### src/rtl/instr_fetch_unit_if.sv
// Fetch unit bus bundle: memory arbiter request/grant/read-data
// plus the valid/ready instruction stream towards decode.
interface instr_fetch_unit_if #(
  parameter int ADDR_W = 16,
  parameter int DATA_W = 16
);
  logic              mem_req;
  logic [ADDR_W-1:0] mem_addr;
  logic              mem_gnt;
  logic [DATA_W-1:0] mem_rdata;

  logic              instr_valid;
  logic [DATA_W-1:0] instr;
  logic [ADDR_W-1:0] instr_pc;
  logic              instr_ready;

  modport master (
    output mem_req,
    output mem_addr,
    input  mem_gnt,
    input  mem_rdata,
    output instr_valid,
    output instr,
    output instr_pc,
    input  instr_ready
  );

  modport slave (
    input  mem_req,
    input  mem_addr,
    output mem_gnt,
    output mem_rdata,
    input  instr_valid,
    input  instr,
    input  instr_pc,
    output instr_ready
  );
endinterface

### src/rtl/instr_fetch_unit.sv
// Instruction fetch stage: PC, single outstanding memory read,
// small instruction queue to decode, redirect flush.
module instr_fetch_unit #(
  parameter int                ADDR_W   = 16,
  parameter int                DATA_W   = 16,
  parameter int                QDEPTH   = 2,
  parameter logic [ADDR_W-1:0] RESET_PC = '0
) (
  input  logic              clk,
  input  logic              reset,
  input  logic              redirect_valid,
  input  logic [ADDR_W-1:0] redirect_pc,
  instr_fetch_unit_if.master bus
);

  localparam int PW = (QDEPTH > 1) ? $clog2(QDEPTH) : 1;
  localparam int CW = $clog2(QDEPTH + 1);
  localparam int OW = CW + 1;

  logic [ADDR_W-1:0] fetch_pc_q, fetch_pc_d;
  logic              inflight_q, inflight_d;
  logic [ADDR_W-1:0] inflight_pc_q, inflight_pc_d;
  logic [PW-1:0]     rd_ptr_q, rd_ptr_d;
  logic [PW-1:0]     wr_ptr_q, wr_ptr_d;
  logic [CW-1:0]     count_q, count_d;

  logic [DATA_W-1:0] q_instr_q [QDEPTH];
  logic [ADDR_W-1:0] q_pc_q    [QDEPTH];

  logic              head_valid;
  logic              pop;
  logic              push;
  logic              push_we;
  logic [OW-1:0]     occ_next;
  logic              req;
  logic              accept;

  // Handshake terms; requests only when the slot for the
  // returning data is already guaranteed.
  always_comb begin
    head_valid = (count_q != '0);
    pop        = head_valid & bus.instr_ready;
    push       = inflight_q;
    occ_next   = {1'b0, count_q} + OW'(push) - OW'(pop);
    req        = reset & ~redirect_valid
               & (occ_next < OW'(QDEPTH));
    accept     = req & bus.mem_gnt;
    push_we    = reset & push & ~redirect_valid;
  end

  // Next-state for PC, in-flight tracking and queue pointers;
  // a redirect overrides everything.
  always_comb begin
    fetch_pc_d    = fetch_pc_q;
    inflight_d    = accept;
    inflight_pc_d = inflight_pc_q;
    rd_ptr_d      = rd_ptr_q + PW'(pop);
    wr_ptr_d      = wr_ptr_q + PW'(push);
    count_d       = count_q + CW'(push) - CW'(pop);
    if (accept) begin
      inflight_pc_d = fetch_pc_q;
      fetch_pc_d    = fetch_pc_q + ADDR_W'(1);
    end
    if (redirect_valid) begin
      fetch_pc_d = redirect_pc;
      inflight_d = 1'b0;
      rd_ptr_d   = '0;
      wr_ptr_d   = '0;
      count_d    = '0;
    end
  end

  // Control state registers with synchronous active-low reset.
  always_ff @(posedge clk) begin
    if (!reset) begin
      fetch_pc_q    <= RESET_PC;
      inflight_q    <= 1'b0;
      inflight_pc_q <= '0;
      rd_ptr_q      <= '0;
      wr_ptr_q      <= '0;
      count_q       <= '0;
    end else begin
      fetch_pc_q    <= fetch_pc_d;
      inflight_q    <= inflight_d;
      inflight_pc_q <= inflight_pc_d;
      rd_ptr_q      <= rd_ptr_d;
      wr_ptr_q      <= wr_ptr_d;
      count_q       <= count_d;
    end
  end

  // Queue storage; contents are only visible while count != 0.
  always_ff @(posedge clk) begin
    if (push_we) begin
      q_instr_q[wr_ptr_q] <= bus.mem_rdata;
      q_pc_q[wr_ptr_q]    <= inflight_pc_q;
    end
  end

  // Outputs straight from the head entry, zeroed when empty.
  always_comb begin
    bus.mem_req     = req;
    bus.mem_addr    = fetch_pc_q;
    bus.instr_valid = head_valid;
    bus.instr       = head_valid ? q_instr_q[rd_ptr_q] : '0;
    bus.instr_pc    = head_valid ? q_pc_q[rd_ptr_q] : '0;
  end

endmodule

### src/flat_wrapper.sv
// flat-port wrapper written by rule: the top's interface ports become plain ports
module instr_fetch_unit_flat 
#(
  parameter int                ADDR_W   = 16,
  parameter int                DATA_W   = 16,
  parameter int                QDEPTH   = 2,
  parameter logic [ADDR_W-1:0] RESET_PC = '0
)
  (clk, reset, redirect_valid, redirect_pc, bus_mem_req, bus_mem_addr, bus_mem_gnt, bus_mem_rdata, bus_instr_valid, bus_instr, bus_instr_pc, bus_instr_ready);
  instr_fetch_unit_if #(.ADDR_W(ADDR_W), .DATA_W(DATA_W)) bus_i ();
  input  logic clk;
  input  logic reset;
  input  logic redirect_valid;
  input  logic [ADDR_W-1:0] redirect_pc;
  output wire logic [$bits(bus_i.mem_req)-1:0] bus_mem_req;
  output wire logic [$bits(bus_i.mem_addr)-1:0] bus_mem_addr;
  input wire logic [$bits(bus_i.mem_gnt)-1:0] bus_mem_gnt;
  input wire logic [$bits(bus_i.mem_rdata)-1:0] bus_mem_rdata;
  output wire logic [$bits(bus_i.instr_valid)-1:0] bus_instr_valid;
  output wire logic [$bits(bus_i.instr)-1:0] bus_instr;
  output wire logic [$bits(bus_i.instr_pc)-1:0] bus_instr_pc;
  input wire logic [$bits(bus_i.instr_ready)-1:0] bus_instr_ready;
  assign bus_mem_req = bus_i.mem_req;
  assign bus_mem_addr = bus_i.mem_addr;
  assign bus_i.mem_gnt = bus_mem_gnt;
  assign bus_i.mem_rdata = bus_mem_rdata;
  assign bus_instr_valid = bus_i.instr_valid;
  assign bus_instr = bus_i.instr;
  assign bus_instr_pc = bus_i.instr_pc;
  assign bus_i.instr_ready = bus_instr_ready;
  instr_fetch_unit #(.ADDR_W(ADDR_W), .DATA_W(DATA_W), .QDEPTH(QDEPTH), .RESET_PC(RESET_PC)) u_core (.clk(clk), .reset(reset), .redirect_valid(redirect_valid), .redirect_pc(redirect_pc), .bus(bus_i));
endmodule
### config.mk
export PLATFORM = sky130hd
export DESIGN_NAME = instr_fetch_unit_flat
export DESIGN_NICKNAME = d
export VERILOG_FILES = /design/src/rtl/instr_fetch_unit_if.sv /design/src/rtl/instr_fetch_unit.sv /design/src/flat_wrapper.sv
export SDC_FILE = /design/constraint.sdc
export NUM_CORES = 1
export LEC_CHECK = 0
export BUFFER_PORTS_ARGS = -buffer_cell sky130_fd_sc_hd__buf_2
export CORE_MARGIN = 2
export CORE_UTILIZATION = 58
export DETAILED_ROUTE_END_ITERATION = 12
export HOLD_SLACK_MARGIN = 0.02
export PLACE_DENSITY = 0.84
export SYNTH_ARGS = -nofsm -noshare
export SYNTH_HDL_FRONTEND = slang
export SYNTH_SLANG_ARGS = --single-unit
### constraint.sdc
create_clock -name clk -period 7.9 [get_ports clk]
set_input_delay 0.79 -clock clk [delete_from_list [all_inputs] [get_ports clk]]
set_output_delay 0.79 -clock clk [all_outputs]
set_load 0.01 [all_outputs]
==> results of run 1 <==
## final cells by class
type | instances | area share
flip-flops and latches | 101 | 0.546
clock inverters | 6 | 0.0144
well taps | 96 | 0.0246
clock buffers | 10 | 0.0262
inverters | 9 | 0.00744
repair buffers | 89 | 0.0929
multi-input cells | 220 | 0.288
## power groups by stage
stage               registers (mW)  clock network [mW]  logic (mW)
floorplan                    0.591                   0      0.0382
global route                 0.582               0.345      0.0736
CTS                          0.580               0.324      0.0661
finish                       0.580               0.320      0.0655
global placement             0.592                   0      0.0637
detailed placement           0.592                   0      0.0655
## synthesized netlist by cell type (4+ instances only)
| master | number |
|---|---|
| buf_2 | 6 |
| nor2_1 | 41 |
| nand2_1 | 49 |
| inv_1 | 8 |
| a21boi_0 | 21 |
| edfxtp_1 | 64 |
| nand3_1 | 5 |
| o21ai_0 | 10 |
| clkbuf_1 | 9 |
| xor2_1 | 4 |
| mux2i_1 | 32 |
| dfxtp_1 | 37 |
| nand4_1 | 7 |
| a21oi_1 | 8 |
| and2_1 | 5 |
| xnor2_1 | 5 |
## routing by layer
metal | up-vias | GRT usage | part of all wire
li1 | 1407 | - | -
met1 | 1284 | 0.266 | 0.45
met2 | 115 | 0.313 | 0.46
met3 | 11 | 0.0425 | 0.072
met4 | 0 | 0.0692 | 0.016
met5 | - | 0 | 0
## worst min-delay path by stage
stage	start	endpoint	cells after the start	slack, ns
5_1_grt	u_core.inflight_pc_q[13]	u_core.q_pc_q[1][13]	0	0.48
2_1_floorplan	u_core.inflight_pc_q[0]	u_core.q_pc_q[0][0]	0	0.43
3_3_place_gp	u_core.inflight_pc_q[5]	u_core.q_pc_q[0][5]	0	0.43
3_5_place_dp	u_core.inflight_pc_q[13]	u_core.q_pc_q[1][13]	0	0.44
4_1_cts	u_core.inflight_pc_q[13]	u_core.q_pc_q[1][13]	0	0.46
6_report	u_core.inflight_pc_q[13]	u_core.q_pc_q[1][13]	0	0.45
## state kept, by name, indices dropped and copies added (netlist names)
signal / flops
u_core.q_instr_q: 32
u_core.rd_ptr_q: 1
u_core.count_q: 2
u_core.inflight_q: 1
u_core.inflight_pc_q: 16
u_core.q_pc_q: 32
u_core.wr_ptr_q: 1
u_core.bus.mem_addr: 16
## critical path: cells and delay by family, from the launching register on
family	cells	cell delay (ns)
buffers and inverters	4	0.60
and+or+nand+nor	4	0.50
xor gates and xnor gates	1	0.30
DFF	1	0.35
adders and majority gates	3	0.82
## placed cells by master, fill, tap and decap left out, drive strengths merged, types with 2 or more instances in the layout
cell type   n
dfxtp      37
xnor2       5
nand2      50
inv        11
nand4       7
o21ai      11
a32oi       2
buf        89
mux2i      32
nor2       41
nor3        3
clkinv      3
a21boi     23
mux2        2
and2        5
nand3       6
xor2        4
o31ai       2
edfxtp     64
ha          3
and3        2
and4        3
clkbuf     10
a21oi       8
## cell families (layout without fill, tap and decap cells)
kind of cell,count (synthesis),count (layout),share of synthesized area
XOR/XNOR,9,9,0.0188
multiplexers,34,34,0.0827
adder cells (fa/ha/maj),4,4,0.0137
AO/OA/AOI/OAI,52,52,0.0868
buffers and inverters,28,114,0.0319
flip-flops,101,101,0.635
AND/OR/NAND/NOR,121,121,0.131
## metrics by stage
| stage | hold WS [ns] | power (mW) |
|---|---|---|
| after floorplan | 0.425 | 0.629 |
| after global placement | 0.435 | 0.655 |
| after detailed placement | 0.442 | 0.658 |
| after CTS | 0.462 | 0.970 |
| after global routing | 0.479 | 1.00 |
| final | 0.454 | 0.966 |
==> impl_metrics.py, run 1 <==
metrics = {
    "clock_network": {
        "cts.htree.levels": 3,
        "cts.repair.resized": 0,
        "clock_tree_from_tritoncts": "built",
        "clk-insertion-delay-late_ns": 0.36,
        "cts_buffers": 9,
        "ctsLongestPathBuffers": 2,
        "clock_tree.root_cell": "clkbuf_8",
        "cts.reportedPaths.clkPinSlew_ns": 0.09,
        "cts.repair_timing.setup_buffer_count": 0,
        "cts.hold.buffers_added": 0,
        "cts_num_sinks": 101,
    },
    "timing": {
        "final_min_period_over_clock_period": 0.473,
        "finalWorstSetupSlack_ns": 4.17,
        "totalNegativeSetupSlack_ns": 0,
        "max_slew_margin": 0.318,
        "report.final.hold_viol_count": 0,
        "finalSetupViolCount": 0,
        "timing_worst_slew_pin_value_ns": 1.02,
        "final-max-slew-violation-count": 0,
        "final.min_clock_period_ns": 3.73,
        "fmax_mhz": 268,
        "clock_skew_ns": 0.00748,
        "setup_repair_after_global_routing_missed_its_margin": "no",
    },
    "global_route": {
        "global_route.overflow_total": 0,
        "grt_pass1_wl_um": 11900,
        "first_global_vias": 2615,
        "grt_antenna_before_repair": 0,
        "gr_usage_total": 0.195,
        "maximum_number_of_pins_on_one_net_before_global_route_repair": 37,
    },
    "logic_synthesis": {
        "top_reg_cell_synth": "edfxtp_1",
        "number_of_warnings_issued_by_yosys": 0,
        "synthesis.nets": 390,
        "synth_top_area_frac": 0.458,
        "distinct_cell_type_count_after_synthesis": 42,
        "synthArstFlopShare": 0,
        "post_synth_main_area_contributors": "edfxtp_1 (46%), dfxtp_1 (18%), mux2i_1 (7.6%), nand2_1 (4.4%), a21boi_0 (3.8%)",
        "synth_edf_count": 64,
        "synth-seq-area-share": 0.635,
        "mapped_area_um2": 4190,
        "synthesis.instances": 349,
        "synthesis.area_per_instance_um2": 12.0,
        "synth_largest_area_cell": "edfxtp_1",
        "yosys_register_bits": 101,
    },
    "finish": {
        "final_cell_area_excluding_filler_cells_um2": 4870,
        "fraction_of_layout_cells_with_a_size_suffix_above_1": 0.267,
        "multi_input_area_um2": 1400,
        "count_of_nets_after_finishing": 471,
        "n_antenna_cell": 0,
        "sequential_cell_area_um2": 2660,
        "n_fill_cell": 527,
        "fin_util": 0.706,
        "finish.cell_count_without_fillers": 531,
        "flow.area_growth_from_synthesis_pct": 16.3,
    },
    "power_and_ir_drop": {
        "leakage_nw": 1.79,
        "netSwitchingPower_mw": 0.220,
        "sequentialPowerShare": 0.601,
        "power.share.clock": 0.331,
        "intPower_mw": 0.746,
        "power_per_cell_area_nw_per_um2": 198,
        "power.combinational.fraction": 0.068,
        "peakVddDrop_v": 0.000111,
        "power.switching_fraction": 0.228,
    },
    "setup_path": {
        "regToRegSetupSlack_ns": 4.31,
        "r2r-end": "u_core.bus.mem_addr[5]",
        "crit_end": "bus_mem_req",
        "worst_path_largest_cell_delay_ns": 0.38,
        "start_kind": "register",
        "crit_slowest_cell": "fa_1",
        "number_of_cells_on_the_worst_reg_to_reg_path": 14,
        "crit_start": "u_core.count_q[1]",
        "worst-setup-path-type": "reg2out",
        "worst_ep_required_time_ns": 7.11,
        "critical_path_peak_fanout": 33,
        "end_kind": "output pin",
        "worstReg2RegStart": "u_core.count_q[1]",
        "crit_chain": "nor2_2 -> buf_4 -> inv_1 -> and2_1 -> ha_1 -> inv_1 -> ha_1 -> fa_1 -> xor2_1 -> nand2_1 -> nor2_1 -> buf_2",
        "arrival_worst_endpoint_ns": 2.94,
    },
    "floorplan": {
        "die_w_um": 89.0,
        "initial_utilization": 0.607,
        "boundaryPins": 87,
        "dieArea_um2": 7930,
        "floorplan.rows": 30,
        "core_um2": 6910,
        "die_height_um": 89.0,
    },
    "routing": {
        "detailed_route_wire_length_per_cell_um": 14.2,
        "first_pass_iteration_count_of_the_detailed_router": 4,
        "drt-initial-drc-count": 126,
        "detail-route-antenna-nets": 0,
        "vias_per_cell": 5.31,
        "drc": 0,
        "route.final.wire_length_um": 7560,
        "detailroute.via_count": 2817,
    },
    "placed_design": {
        "detailedPlacementHpwl_um": 4950,
        "gp_routability_congestion": 0.858,
        "placed_cells_incl_taps": 515,
        "dp_slack_ns": 4.30,
        "place_area_um2": 4680,
        "numPortBuffers": 86,
    },
    "run_status": {
        "status": "completed",
    },
    "flow_run": {
        "max-cap-violations": 0,
    },
    "hold_path": {
        "min-delay-path-class": "reg2reg",
    },
}
No activity file was read; power rests on OpenSTA's default activity.
==> run 2, diff against run 1 <==
--- a/config.mk
+++ b/config.mk
@@ -5,12 +5,13 @@
 export SDC_FILE = /design/constraint.sdc
 export NUM_CORES = 1
 export LEC_CHECK = 0
+export ABC_AREA = 1
 export BUFFER_PORTS_ARGS = -buffer_cell sky130_fd_sc_hd__buf_2
 export CORE_MARGIN = 2
-export CORE_UTILIZATION = 58
+export CORE_UTILIZATION = 49
 export DETAILED_ROUTE_END_ITERATION = 12
 export HOLD_SLACK_MARGIN = 0.02
-export PLACE_DENSITY = 0.84
+export PLACE_DENSITY = 0.75
 export SYNTH_ARGS = -nofsm -noshare
 export SYNTH_HDL_FRONTEND = slang
 export SYNTH_SLANG_ARGS = --single-unit
==> constraint.sdc (replaced) <==
create_clock -name clk -period 3.4 [get_ports clk]
set_input_delay 0.34 -clock clk [delete_from_list [all_inputs] [get_ports clk]]
set_output_delay 0.34 -clock clk [all_outputs]
set_load 0.01 [all_outputs]
==> impl_metrics.py, run 2 <==
metrics = {
    "run_status": {
        "status": "completed",
    },
    "finish": {
        "finish.cell_count_without_fillers": 637,
        "largestRegisters": "u_core.q_instr_q: 32 flops, u_core.q_pc_q: 32 flops",
        "n_fill_cell": 722,
        "count_of_nets_after_finishing": 568,
        "n_antenna_cell": 0,
        "fin_util": 0.596,
        "flow.area_growth_from_synthesis_pct": 17.2,
        "layout_common_cells": "nand2_1 (144), buf_2 (86), edfxtp_1 (64), a21oi_1 (56), dfxtp_1 (37)",
        "layout.cells.most_common": "nand2_1",
        "fraction_of_layout_cells_with_a_size_suffix_above_1": 0.220,
    },
    "clock_network": {
        "cts.hold.buffers_added": 0,
        "clock_tree.root_cell": "clkbuf_8",
        "cts_num_sinks": 101,
        "cts.htree.levels": 3,
        "clk-insertion-delay-late_ns": 0.35,
        "clock_tree_from_tritoncts": "built",
        "cts.reportedPaths.clkPinSlew_ns": 0.09,
        "cts_buffers": 9,
        "cts.repair.resized": 0,
        "cts.repair_timing.setup_buffer_count": 0,
        "ctsLongestPathBuffers": 2,
    },
    "timing": {
        "final.min_clock_period_ns": 2.78,
        "totalNegativeSetupSlack_ns": 0,
        "fmax_mhz": 359,
        "final_min_period_over_clock_period": 0.819,
        "report.final.hold_viol_count": 0,
        "finalSetupViolCount": 0,
        "timing_worst_slew_pin_value_ns": 0.996,
        "final-max-slew-violation-count": 0,
        "max_slew_margin": 0.335,
        "clock_skew_ns": 0.00632,
        "setup_repair_after_global_routing_missed_its_margin": "no",
    },
    "routing": {
        "vias_per_cell": 5.11,
        "detailed_route_wire_length_per_cell_um": 13.8,
        "detail-route-antenna-nets": 0,
        "met3_wirelength_um": 581,
        "routed.top_layer": "met4",
        "first_pass_iteration_count_of_the_detailed_router": 5,
        "detailroute.via_count": 3257,
        "drc": 0,
        "met2_routed_wl_um": 3990,
        "m1_wire_length_um": 4080,
        "route.final.wire_length_um": 8790,
        "drt-initial-drc-count": 148,
    },
    "global_route": {
        "global_route.overflow_total": 0,
        "gr_usage_total": 0.185,
        "grt_pass1_wl_um": 14100,
        "grt_antenna_before_repair": 0,
        "maximum_number_of_pins_on_one_net_before_global_route_repair": 34,
        "first_global_vias": 2954,
    },
    "logic_synthesis": {
        "top_reg_cell_synth": "edfxtp_1",
        "post_synth_main_area_contributors": "edfxtp_1 (46%), dfxtp_1 (18%), nand2_1 (13%), a21oi_1 (6.7%), inv_1 (3.2%)",
        "synthesis.area_per_instance_um2": 9.51,
        "synth-seq-area-share": 0.634,
        "distinct_cell_type_count_after_synthesis": 29,
        "synth_top_area_frac": 0.457,
        "mapped_area_um2": 4200,
        "synthArstFlopShare": 0,
        "synthTopCellsByCount": "nand2_1 (144), edfxtp_1 (64), a21oi_1 (56)",
        "number_of_warnings_issued_by_yosys": 0,
        "synth_largest_area_cell": "edfxtp_1",
        "synthesis.instances": 442,
        "synth_edf_count": 64,
        "synthesis.nets": 483,
        "synth_most_common_cell": "nand2_1",
        "yosys_register_bits": 101,
    },
    "power_and_ir_drop": {
        "peakVddDrop_v": 0.000262,
        "design_power_total_mw": 2.26,
        "power_per_cell_area_nw_per_um2": 458,
        "leakage_nw": 2.09,
    },
    "setup_path": {
        "arrival_worst_endpoint_ns": 3.06,
        "start_kind": "register",
        "worstReg2RegStart": "u_core.count_q[1]",
        "end_kind": "register",
        "worst-setup-path-type": "reg2reg",
        "number_of_cells_on_the_worst_reg_to_reg_path": 14,
        "r2r-end": "u_core.inflight_pc_q[14]",
        "worst_ep_required_time_ns": 3.68,
        "critical_path_peak_fanout": 29,
        "regToRegSetupSlack_ns": 0.62,
    },
    "hold_path": {
        "min_from": "bus_mem_rdata[8]",
        "min-delay-path-class": "in2reg",
        "whs_endpoint": "u_core.q_instr_q[0][8]",
        "worstHoldPathCells": 1,
    },
    "placed_design": {
        "placed_cells_incl_taps": 621,
        "detailedPlacementHpwl_um": 5990,
        "gp_routability_congestion": 0.909,
        "numPortBuffers": 86,
    },
    "floorplan": {
        "dieArea_um2": 9330,
        "initial_utilization": 0.509,
        "die_w_um": 96.6,
        "floorplan.rows": 33,
        "die_height_um": 96.6,
        "boundaryPins": 87,
        "core_um2": 8260,
    },
    "flow_run": {
        "max-cap-violations": 0,
    },
}
## run 2: cell types whose count changed in the layout (fill, tap and decap cells not counted), sizes merged, moves of 4 or more
cell and change:
a21boi -23, nand2 +96, a21oi +48, mux2i -32, nor2 -20, o21ai +8, and2 -5, inv +27
nand4 -4, nand3 +17
## run 2: critical path: stages (launching register included)
cell	delay, ns
dfxtp_1	0.34
nor2_2	0.12
inv_1	0.06
nand2_1	0.07
inv_1	0.05
ha_1	0.26
inv_1	0.04
ha_1	0.18
fa_1	0.50
nor2_4	0.14
nand2_2	0.07
nor2_4	0.24
buf_4	0.33
o21ai_0	0.15
a21oi_1	0.16
## run 2: how the worst max path moves through the flow
stage / from / endpoint / depth (start not counted)
6_report: u_core.count_q[1] / u_core.inflight_pc_q[14] / 14
3_5_place_dp: u_core.count_q[1] / u_core.bus.mem_addr[2] / 14
3_3_place_gp: u_core.count_q[1] / u_core.bus.mem_addr[8] / 17
2_1_floorplan: redirect_valid / u_core.q_instr_q[1][0] / 3
4_1_cts: u_core.count_q[1] / u_core.inflight_pc_q[14] / 14
5_1_grt: u_core.count_q[1] / u_core.inflight_pc_q[14] / 14
## run 2: layer usage
| metal | global-route usage | vias up |
|---|---|---|
| li1 | - | 1637 |
| met1 | 0.264 | 1484 |
| met2 | 0.287 | 123 |
| met3 | 0.0296 | 13 |
| met4 | 0.0715 | 0 |
| met5 | 0 | - |
## run 2: cells by family after synthesis
logic type | count (synthesis) | share of synthesized area
AND/OR/NAND/NOR | 197 | 0.193
flip-flops | 101 | 0.634
AO/OA/AOI/OAI | 79 | 0.0956
buffers and inverters | 57 | 0.0557
XOR/XNOR | 4 | 0.00834
adder cells (fa/ha/maj) | 4 | 0.0137
## run 2: stage by stage
stage          worst slack (ns)  instance area [µm²]  hold slack [ns]
6_report                  0.617                 4920            0.171
5_1_grt                   0.351                 4920            0.146
4_1_cts                   0.631                 4920            0.156
3_5_place_dp              0.683                 4730            0.440
3_3_place_gp              0.723                 4730            0.434
2_1_floorplan             0.215                 4200            0.420
## run 2: cell type report
type / instances / area [µm²] / share of cell area
tap: 105 / 131 / 0.0267
sequential: 101 / 2660 / 0.541
inverter: 39 / 146 / 0.0297
timing repair buffer: 92 / 475 / 0.0965
multi-input combinational: 284 / 1320 / 0.267
clock inverter: 5 / 61.3 / 0.0124
clock buffer: 11 / 131 / 0.0267
## run 2: power by group
| part | switching (mW) | internal, mW | total (mW) |
|---|---|---|---|
| Clock | 0.393 | 0.342 | 0.735 |
| Sequential | 0.0265 | 1.33 | 1.35 |
| Combinational | 0.104 | 0.0645 | 0.169 |
| Total | 0.524 | 1.73 | 2.26 |
==> run 3, diff against run 2 <==
--- a/config.mk
+++ b/config.mk
@@ -5,13 +5,13 @@
 export SDC_FILE = /design/constraint.sdc
 export NUM_CORES = 1
 export LEC_CHECK = 0
-export ABC_AREA = 1
+export ABC_AREA = 0
 export BUFFER_PORTS_ARGS = -buffer_cell sky130_fd_sc_hd__buf_2
 export CORE_MARGIN = 2
-export CORE_UTILIZATION = 49
+export CORE_UTILIZATION = 54
 export DETAILED_ROUTE_END_ITERATION = 12
 export HOLD_SLACK_MARGIN = 0.02
-export PLACE_DENSITY = 0.75
+export PLACE_DENSITY = 0.79
 export SYNTH_ARGS = -nofsm -noshare
 export SYNTH_HDL_FRONTEND = slang
 export SYNTH_SLANG_ARGS = --single-unit
==> constraint.sdc (replaced) <==
create_clock -name clk -period 2.85 [get_ports clk]
set_input_delay 0.285 -clock clk [delete_from_list [all_inputs] [get_ports clk]]
set_output_delay 0.285 -clock clk [all_outputs]
set_load 0.01 [all_outputs]
==> impl_metrics.py, run 3 (synthesis gave the netlist of run 1 again) <==
metrics = {
    "routing": {
        "vias_per_cell": 5.21,
        "route.final.wire_length_um": 7690,
        "detailed_route_wire_length_per_cell_um": 14.1,
        "detail-route-antenna-nets": 0,
        "detailroute.via_count": 2851,
        "first_pass_iteration_count_of_the_detailed_router": 4,
        "drt-initial-drc-count": 173,
        "drc": 0,
    },
    "floorplan": {
        "die_w_um": 92.1,
        "core_um2": 7610,
        "initial_utilization": 0.551,
        "floorplan.rows": 32,
        "die_height_um": 92.1,
        "boundaryPins": 87,
        "dieArea_um2": 8490,
    },
    "setup_path": {
        "arrival_worst_endpoint_ns": 3.02,
        "worst_ep_required_time_ns": 3.13,
        "critical_path_peak_fanout": 26,
        "end_kind": "register",
        "worst-setup-path-type": "reg2reg",
        "start_kind": "register",
    },
    "timing": {
        "timing_worst_slew_pin_value_ns": 0.523,
        "clock_skew_ns": 0.0102,
        "totalNegativeSetupSlack_ns": 0,
        "final_min_period_over_clock_period": 0.961,
        "finalSetupViolCount": 0,
        "final.min_clock_period_ns": 2.74,
        "max_slew_margin": 0.651,
        "fmax_mhz": 365,
        "timing.hold.ws_ns": 0.112,
        "report.final.hold_viol_count": 0,
        "final-max-slew-violation-count": 0,
    },
    "finish": {
        "n_fill_cell": 605,
        "fin_util": 0.656,
        "flow.area_growth_from_synthesis_pct": 19.1,
        "finish.cell_count_without_fillers": 547,
        "layout.cells.most_common": "buf_2",
        "multi_input_area_um2": 1450,
        "largestRegisters": "u_core.q_instr_q: 32 flops, u_core.q_pc_q: 32 flops",
        "layout_common_cells": "buf_2 (86), edfxtp_1 (64), nand2_1 (49), nor2_1 (40), dfxtp_1 (34)",
        "sequential_cell_area_um2": 2670,
        "fraction_of_layout_cells_with_a_size_suffix_above_1": 0.306,
        "count_of_nets_after_finishing": 481,
        "n_antenna_cell": 0,
    },
    "clock_network": {
        "clock_tree.root_cell": "clkbuf_8",
        "clk-insertion-delay-late_ns": 0.35,
        "cts.htree.levels": 3,
        "cts_num_sinks": 101,
        "cts_buffers": 9,
        "cts.reportedPaths.clkPinSlew_ns": 0.10,
        "ctsLongestPathBuffers": 2,
        "clock_tree_from_tritoncts": "built",
    },
    "global_route": {
        "grt_pass1_wl_um": 12800,
        "first_global_vias": 2739,
        "global_route.overflow_total": 0,
        "grt_antenna_before_repair": 0,
        "gr_usage_total": 0.189,
        "maximum_number_of_pins_on_one_net_before_global_route_repair": 37,
    },
    "power_and_ir_drop": {
        "leakage_nw": 1.83,
        "design_power_total_mw": 2.61,
        "power_per_cell_area_nw_per_um2": 523,
        "peakVddDrop_v": 0.000312,
    },
    "placed_design": {
        "detailedPlacementHpwl_um": 5240,
        "gp_routability_congestion": 0.890,
        "numPortBuffers": 86,
        "placed_cells_incl_taps": 528,
    },
    "run_status": {
        "status": "completed",
    },
    "hold_path": {
        "min-delay-path-class": "in2reg",
    },
    "flow_run": {
        "max-cap-violations": 0,
    },
}
run 3: stage by stage:
stage                     setup slack (ns)  cell area (µm²)
after floorplan                    0.00797             4200
after global placement              0.0777             4740
after detailed placement            0.0221             4740
after CTS                          0.00748             4930
after global routing               -0.0373             4990
final                                0.110             4990
run 3: worst paths after layout:
| path | start | depth (start not counted) | slack [ns] | endpoint |
|---|---|---|---|---|
| worst min-delay path | bus_mem_rdata[6] | 1 | 0.11 | u_core.q_instr_q[1][6] |
| worst max-delay path | u_core.count_q[0] | 13 | 0.11 | u_core.bus.mem_addr[8] |
| worst max register to register | u_core.count_q[0] | 13 | 0.11 | u_core.bus.mem_addr[8] |
| worst min register to register | u_core.inflight_pc_q[2] | 0 | 0.46 | u_core.q_pc_q[0][2] |
run 3: timing repair:
action,4_1_cts,5_1_grt
hold buffers,0,0
pin swaps,0,6
gates cloned,0,1
resized for setup,2,11
endpoints found under the setup margin,1,30
buffers inserted,0,2
run 3: layout make-up:
| type | instances | area share |
|---|---|---|
| flip-flops and latches | 101 | 0.534 |
| multi-input cells | 220 | 0.290 |
| repair buffers | 98 | 0.106 |
| well taps | 102 | 0.0256 |
| clock buffers | 9 | 0.0248 |
| clock inverters | 7 | 0.0113 |
| inverters | 9 | 0.00777 |
| repair inverters | 1 | 0.00100 |
run 3: where the power goes:
group / switching [mW] / internal, mW
logic: 0.109 / 0.0886
registers: 0.0332 / 1.57
clock network: 0.480 / 0.326
total: 0.622 / 1.99
run 3: critical path, cell delays in order, from the launching register on:
cell and delay, ns:
dfxtp_2 0.35, nor2_4 0.11, inv_2 0.04, and2_4 0.14, ha_4 0.25, inv_2 0.03, ha_2 0.16, fa_1 0.48
and4bb_4 0.34, nand2_4 0.09, buf_6 0.19, nor4_2 0.27, a21oi_1 0.06, a21boi_0 0.14
run 3: metal layers:
metal | vias up | wire length, µm | global-route usage
met1 | 1322 | 3690 | 0.270
met5 | - | 0 | 0
met4 | 0 | 59 | 0.0423
li1 | 1416 | - | -
met2 | 106 | 3410 | 0.290
met3 | 7 | 541 | 0.0509
